$ cat src/rtl/csr_hpm_counters.sv
`default_nettype none
// ============================================================================
//  Module   : csr_hpm_counters
//  Purpose  : Machine-mode performance counter CSR block. It holds mcycle,
//             minstret, mhpmcounter3.. (NUM_HPM of them), their mhpmevent
//             selectors and mcountinhibit. It also provides a combinational
//             CSR read/hit path and a registered CSR write path.
//  Ports    : clk_i, rst_ni        - clock, asynchronous active-low reset
//             csr_valid_i/op_i     - access strobe and csr_op_t operation
//             csr_addr_i/wdata_i   - CSR address, write value or bitmask
//             csr_hit_o            - address lies in this block's map
//             csr_rdata_o          - pre-write read data (0 on a miss)
//             instr_retired_i      - minstret increment strobe
//             event_i              - event strobes, bit e = event number e+1
//             overflow_o           - one-cycle wrap pulse per counter
//  Revision : 1.0 - initial release
// ============================================================================
module csr_hpm_counters #(
    parameter int NUM_HPM    = 4,
    parameter int CNT_WIDTH  = 64,
    parameter int NUM_EVENTS = 8
) (
    input  logic                  clk_i,
    input  logic                  rst_ni,
    input  logic                  csr_valid_i,
    input  logic [2:0]            csr_op_i,
    input  logic [11:0]           csr_addr_i,
    input  logic [31:0]           csr_wdata_i,
    output logic                  csr_hit_o,
    output logic [31:0]           csr_rdata_o,
    input  logic                  instr_retired_i,
    input  logic [NUM_EVENTS-1:0] event_i,
    output logic [NUM_HPM+1:0]    overflow_o
);

    // Counter slot i: 0 = mcycle, 1 = minstret, 2+k = mhpmcounter(3+k)
    localparam int NUM_CNT = NUM_HPM + 2;
    localparam int SEL_W   = $clog2(NUM_EVENTS + 1);
    localparam int SEL_N   = (NUM_HPM > 0) ? NUM_HPM : 1;

    // csr_op_t encodings that modify state (NONE=0 and READ=1 never do)
    localparam logic [2:0] OP_WRITE = 3'd2;
    localparam logic [2:0] OP_SET   = 3'd3;
    localparam logic [2:0] OP_CLEAR = 3'd4;

    localparam logic [CNT_WIDTH-1:0] CNT_ONE = {{(CNT_WIDTH-1){1'b0}}, 1'b1};

    // ------------------------------------------------------------------
    // State
    // ------------------------------------------------------------------
    logic [CNT_WIDTH-1:0] cnt_q [NUM_CNT];
    logic [CNT_WIDTH-1:0] cnt_d [NUM_CNT];
    logic [SEL_W-1:0]     sel_q [SEL_N];
    logic [SEL_W-1:0]     sel_d [SEL_N];
    logic [NUM_CNT-1:0]   inh_q, inh_d;   // inhibit bit per counter slot
    logic [NUM_CNT-1:0]   ovf_q, ovf_d;

    // ------------------------------------------------------------------
    // Address decode
    // ------------------------------------------------------------------
    logic [4:0]  w_idx;
    logic [4:0]  w_cnt_idx;
    logic [4:0]  w_evt_idx;
    logic        w_cnt_lo;
    logic        w_cnt_hi;
    logic        w_evt_hit;
    logic        w_inh_hit;

    assign w_idx     = csr_addr_i[4:0];
    // Offset 1 in the counter windows (time/timeh) is not part of this block.
    assign w_cnt_lo  = (csr_addr_i[11:5] == 7'h58) && (w_idx != 5'd1);
    assign w_cnt_hi  = (csr_addr_i[11:5] == 7'h5C) && (w_idx != 5'd1);
    assign w_evt_hit = (csr_addr_i[11:5] == 7'h19) && (w_idx >= 5'd3);
    assign w_inh_hit = (csr_addr_i == 12'h320);

    // Offset 0 -> slot 0, offset 2 -> slot 1, offset 3+k -> slot 2+k
    assign w_cnt_idx = (w_idx == 5'd0) ? 5'd0 : (w_idx - 5'd1);
    assign w_evt_idx = w_idx - 5'd3;

    assign csr_hit_o = w_cnt_lo | w_cnt_hi | w_evt_hit | w_inh_hit;

    // ------------------------------------------------------------------
    // Read path
    // ------------------------------------------------------------------
    logic [31:0] w_inh_rd;
    logic [31:0] w_rdata;
    logic [63:0] w_ext;

    // Architectural mcountinhibit view: bit 1 (time) is hardwired to 0.
    always_comb begin
        w_inh_rd    = '0;
        w_inh_rd[0] = inh_q[0];
        w_inh_rd[2] = inh_q[1];
        for (int k = 0; k < NUM_HPM; k++) begin
            w_inh_rd[3+k] = inh_q[2+k];
        end
    end

    // Slots beyond NUM_CNT / NUM_HPM never match and therefore read 0.
    always_comb begin
        w_rdata = '0;
        w_ext   = '0;
        if (w_cnt_lo || w_cnt_hi) begin
            for (int i = 0; i < NUM_CNT; i++) begin
                if (w_cnt_idx == 5'(i)) begin
                    w_ext   = 64'(cnt_q[i]);
                    w_rdata = w_cnt_hi ? w_ext[63:32] : w_ext[31:0];
                end
            end
        end else if (w_evt_hit) begin
            for (int k = 0; k < NUM_HPM; k++) begin
                if (w_evt_idx == 5'(k)) begin
                    w_rdata = 32'(sel_q[k]);
                end
            end
        end else if (w_inh_hit) begin
            w_rdata = w_inh_rd;
        end
    end

    assign csr_rdata_o = w_rdata;

    // ------------------------------------------------------------------
    // Write path: the old value for SET/CLEAR is the architectural read
    // value, so unimplemented bits stay zero through read-modify-write.
    // ------------------------------------------------------------------
    logic        w_we;
    logic [31:0] w_wval;

    assign w_we = csr_valid_i && csr_hit_o &&
                  ((csr_op_i == OP_WRITE) ||
                   (((csr_op_i == OP_SET) || (csr_op_i == OP_CLEAR)) &&
                    (csr_wdata_i != 32'd0)));

    always_comb begin
        case (csr_op_i)
            OP_SET:   w_wval = w_rdata | csr_wdata_i;
            OP_CLEAR: w_wval = w_rdata & ~csr_wdata_i;
            default:  w_wval = csr_wdata_i;
        endcase
    end

    // ------------------------------------------------------------------
    // Increment conditions (use the current inhibit value, so a write to
    // mcountinhibit only takes effect from the following cycle)
    // ------------------------------------------------------------------
    logic [NUM_CNT-1:0] w_inc;

    always_comb begin
        w_inc    = '0;
        w_inc[0] = ~inh_q[0];
        w_inc[1] = instr_retired_i & ~inh_q[1];
        for (int k = 0; k < NUM_HPM; k++) begin
            // Selector 0 and values above NUM_EVENTS match no event.
            for (int e = 0; e < NUM_EVENTS; e++) begin
                if ((sel_q[k] == SEL_W'(e + 1)) && event_i[e] && !inh_q[2+k]) begin
                    w_inc[2+k] = 1'b1;
                end
            end
        end
    end

    // ------------------------------------------------------------------
    // Next state
    // ------------------------------------------------------------------
    always_comb begin
        inh_d = inh_q;
        ovf_d = '0;
        for (int i = 0; i < NUM_CNT; i++) begin
            cnt_d[i] = cnt_q[i];
        end
        for (int k = 0; k < SEL_N; k++) begin
            sel_d[k] = sel_q[k];
        end

        // A write to either half beats the increment; the other half holds.
        for (int i = 0; i < NUM_CNT; i++) begin
            if (w_we && w_cnt_lo && (w_cnt_idx == 5'(i))) begin
                cnt_d[i][31:0] = w_wval;
            end else if (w_we && w_cnt_hi && (w_cnt_idx == 5'(i))) begin
                cnt_d[i][CNT_WIDTH-1:32] = w_wval[CNT_WIDTH-33:0];
            end else if (w_inc[i]) begin
                cnt_d[i] = cnt_q[i] + CNT_ONE;
                ovf_d[i] = &cnt_q[i];
            end
        end

        for (int k = 0; k < NUM_HPM; k++) begin
            if (w_we && w_evt_hit && (w_evt_idx == 5'(k))) begin
                sel_d[k] = w_wval[SEL_W-1:0];
            end
        end

        if (w_we && w_inh_hit) begin
            inh_d[0] = w_wval[0];
            inh_d[1] = w_wval[2];
            for (int k = 0; k < NUM_HPM; k++) begin
                inh_d[2+k] = w_wval[3+k];
            end
        end
    end

    // ------------------------------------------------------------------
    // Registers
    // ------------------------------------------------------------------
    always_ff @(posedge clk_i or negedge rst_ni) begin
        if (!rst_ni) begin
            cnt_q <= '{default: '0};
            sel_q <= '{default: '0};
            inh_q <= '0;
            ovf_q <= '0;
        end else begin
            cnt_q <= cnt_d;
            sel_q <= sel_d;
            inh_q <= inh_d;
            ovf_q <= ovf_d;
        end
    end

    assign overflow_o = ovf_q;

endmodule
`default_nettype wire
$ cat config.mk
export PLATFORM = sky130hd
export DESIGN_NAME = csr_hpm_counters
export DESIGN_NICKNAME = d
export VERILOG_FILES = /design/src/rtl/csr_hpm_counters.sv
export SDC_FILE = /design/constraint.sdc
export NUM_CORES = 2
export LEC_CHECK = 0
export BUFFER_PORTS_ARGS = -buffer_cell sky130_fd_sc_hd__buf_4
export CORE_UTILIZATION = 45
export DETAILED_ROUTE_END_ITERATION = 6
export SLEW_MARGIN = 10
export SYNTH_ARGS = -nofsm -noshare
export SYNTH_HDL_FRONTEND = slang
export SYNTH_SLANG_ARGS = --single-unit
$ cat constraint.sdc
create_clock -name clk_i -period 3.01 [get_ports clk_i]
set_input_delay 0.1505 -clock clk_i [delete_from_list [all_inputs] [get_ports clk_i]]
set_output_delay 0.1505 -clock clk_i [all_outputs]
set_load 0.01 [all_outputs]
==> reports/qor.yml <==
cp-start-kind: "input port"
ys_dominant_reg_cell: "dfrtp_1"
syn_nets: 3797
period_share_pct: 101
utilization_pct: 61.9
ir_drop_v: 0.000446
power.density_nw_per_um2: 367
cts_tree: "built"
worstReg2RegEnd: "cnt_q[379]"
max-slew-margin-rel_pct: 3.79
path_class: "in -> out"
path_common_cell: "buf_4"
reg2reg_depth: 8
gp_congestion: 1.12
synth_area_um2: 30300
grt_max_degree: 82
htreeDepth: 2
place_area_um2: 37900
outcome: "complete, but fails checks"
highest_layer: "met5"
wl_met3_mm: 23.2
synthTopCellsByCount: "dfrtp_1, nand2_1, a21oi_1, nor2_1, o21ai_0"
finalHoldViolCount: 0
path_max_fanout: 6
grt_pass1_wl_mm: 237
crit_path_top_delay_cell: "a2111o_1"
hold_path_startpoint: "csr_wdata_i[4]"
synth_top_cell_by_area: "dfrtp_1"
timing.fmax_ghz: 0.328
via_count: 36100
dieHeight_um: 262
core_um2: 66200
hold_path_depth: 4
nets: 4490
grt_remaining_overflow: 0
multiInputGateArea_um2: 19500
avgSynthCellArea_um2: 8.14
async_flop_share_pct: 100
fillCellCount: 5950
cts_inserted_buffers: 53
die_w_um: 262
grt_antenna_before_repair: 12
die_area_um2: 68400
clk_pin_slew_ns: 0.06
whs_endpoint: "cnt_q[36]"
wl_met1_mm: 65.3
setup_viol: 10
violations: "DRC, setup timing"
slowest_delay_ns: 0.45
wirelength_mm: 169
postLayoutCellArea_um2: 41000
clock_path_buffers: 3
wl_met2_mm: 69.9
synth_warnings: 0
via_per_inst: 6.77
synth_top_area_share_pct: 34.0
synth_enable_flop_cells: 0
worstPathRequired_ns: 2.86
synth_area_leaders: "dfrtp_1, mux2i_1, a21oi_1, nand2_1, nor2_1"
p_leak_nw: 17.0
clk_latency_ns: 0.64
critPathArrivalTime_ns: 2.90
yosysUniqueCellTypes: 100
syn_inst: 3726
skew_ns: 0.0278
first_pass_iters: 7
grt_pass1_vias: 32300
grtUsageTotal_pct: 48.5
finalMaxSlewViolations: 0
yosysMostFrequentCell: "dfrtp_1"
cp-end-kind: "output port"
initial_core_util_pct: 45.8
fin_total_pwr_mw: 15.1
regToRegSetupSlack_ns: 0.15
portBuffers: 97
period_needed_ns: 3.05
rows: 94
ios: 98
r2r_start: "cnt_q[344]"
critPathBufInv: 9
drv_cap: 0
cts-root-buf: "clkbuf_16"
drive_gt1_share_pct: 27.1
seqCellArea_um2: 10300
hold_path_class: "in -> reg"
synth_seq_cells: 412
drt_iter0_drc: 5522
worstMarginPinSlew_ns: 1.43
syn2layout_area_growth_pct: 35.2
ant_nets: 0
finalWorstSetupSlack_ns: -0.0388
clkSinkCount: 412
crit_family: "buffers and inverters"
dpl.hpwl_mm: 128
rsz0062_at_grt: "yes"
route.detailed.drc: 3
wl_per_cell_um: 31.8
seq_area_frac_synth_pct: 34.0
path_cells: "buf_8, inv_6, ha_4, buf_4, nor4b_4, buf_4, nor3_4, buf_4, buf_12, buf_4, mux2_2, a2111o_1, a41oi_2, buf_4, nor2_1, buf_4"
[routing by layer]
metal | track usage, % | up-vias
met4 | 26.4 | 4
met1 | 64.8 | 17500
li1 | - | 15400
met3 | 15.0 | 544
met2 | 69.7 | 2584
met5 | 0 | -
[kinds of logic after synthesis]
kind of cell | Yosys count | synth area share, %
xor+xnor | 178 | 5.14
simple gates | 1538 | 25.8
compound gates | 1025 | 22.2
buf+inv | 348 | 4.97
flops | 412 | 34.0
mux | 213 | 7.33
fa+ha+maj | 12 | 0.495
[layout make-up]
type,instances,area share [%]
diodes,4,0.0244
clock buffers,78,3.79
clock inverters,21,0.561
inverters,73,0.680
multi-input cells,2966,47.6
flip-flops and latches,412,25.1
well taps,864,2.64
repair buffers,913,19.6
[worst max path at each step]
stage,start,endpoint,slack (ns),cells past startpoint
floorplan,csr_addr_i[0],cnt_q[116],0.03,12
global placement,csr_addr_i[1],cnt_q[112],-0.75,15
detailed placement,csr_addr_i[1],cnt_q[176],-0.76,14
CTS,csr_addr_i[1],csr_rdata_o[13],-0.09,14
global route,csr_addr_i[1],csr_rdata_o[20],-0.05,16
finish,csr_addr_i[1],csr_rdata_o[20],-0.04,16
[placed cells by master (no fill, tap or decap), types with 20 or more instances in the layout]
cell type	n
xor2_1	69
a211oi_1	37
xnor2_1	109
o22ai_1	27
o31a_1	34
and3_1	98
o211ai_1	70
nand4_1	152
mux2_2	20
o31ai_1	25
nand3_1	175
a31oi_1	57
nor2_1	301
or3_1	34
nand2_1	388
a21o_1	22
a221oi_1	26
buf_12	76
a21oi_1	288
o21ai_0	189
and2_1	28
inv_1	71
mux2i_1	161
dfrtp_1	411
clkbuf_16	58
nor4_1	82
nor3_1	105
and4_1	37
buf_4	805
[flip-flops by register name, indices dropped and copies added (netlist names)]
register    flops
inh_q           6
sel_q          16
overflow_o      6
cnt_q         384
[worst register-to-register path, delay by kind of cell (launching register included)]
family           cells  cell delay (ns)
AO/OA/AOI/OAI        2             0.46
flip-flops           1             0.45
AND/OR/NAND/NOR      6             1.86
[power breakdown]
group	total [mW]	switching, mW	internal, mW	leakage [nW]
registers	5.93	0.245	5.69	5.46
clock network	6.74	2.83	3.91	0.869
logic	2.40	1.48	0.916	10.7
total	15.1	4.55	10.5	17.0
[what timing repair did]
action,CTS,global route
gates cloned,2,3
resized for setup,73,121
endpoints found under the setup margin,46,57
buffers inserted,15,25
hold buffers,3,0
pin swaps,18,50
endpoints found under the hold margin,61,0
[through the flow]
step / setup TNS (ns) / worst slack (ns) / hold WS (ns) / cells
6_report: -0.138 / -0.0388 / 0.0371 / 5331
2_1_floorplan: 0 / 0.0264 / -0.145 / 3726
5_1_grt: -0.248 / -0.0468 / 0.0451 / 5328
3_5_place_dp: -176.57 / -0.758 / 0.188 / 5188
4_1_cts: -0.270 / -0.0890 / 0.0188 / 5306
3_3_place_gp: -162.98 / -0.750 / 0.183 / 5188
(Power assumes the default switching activity.)
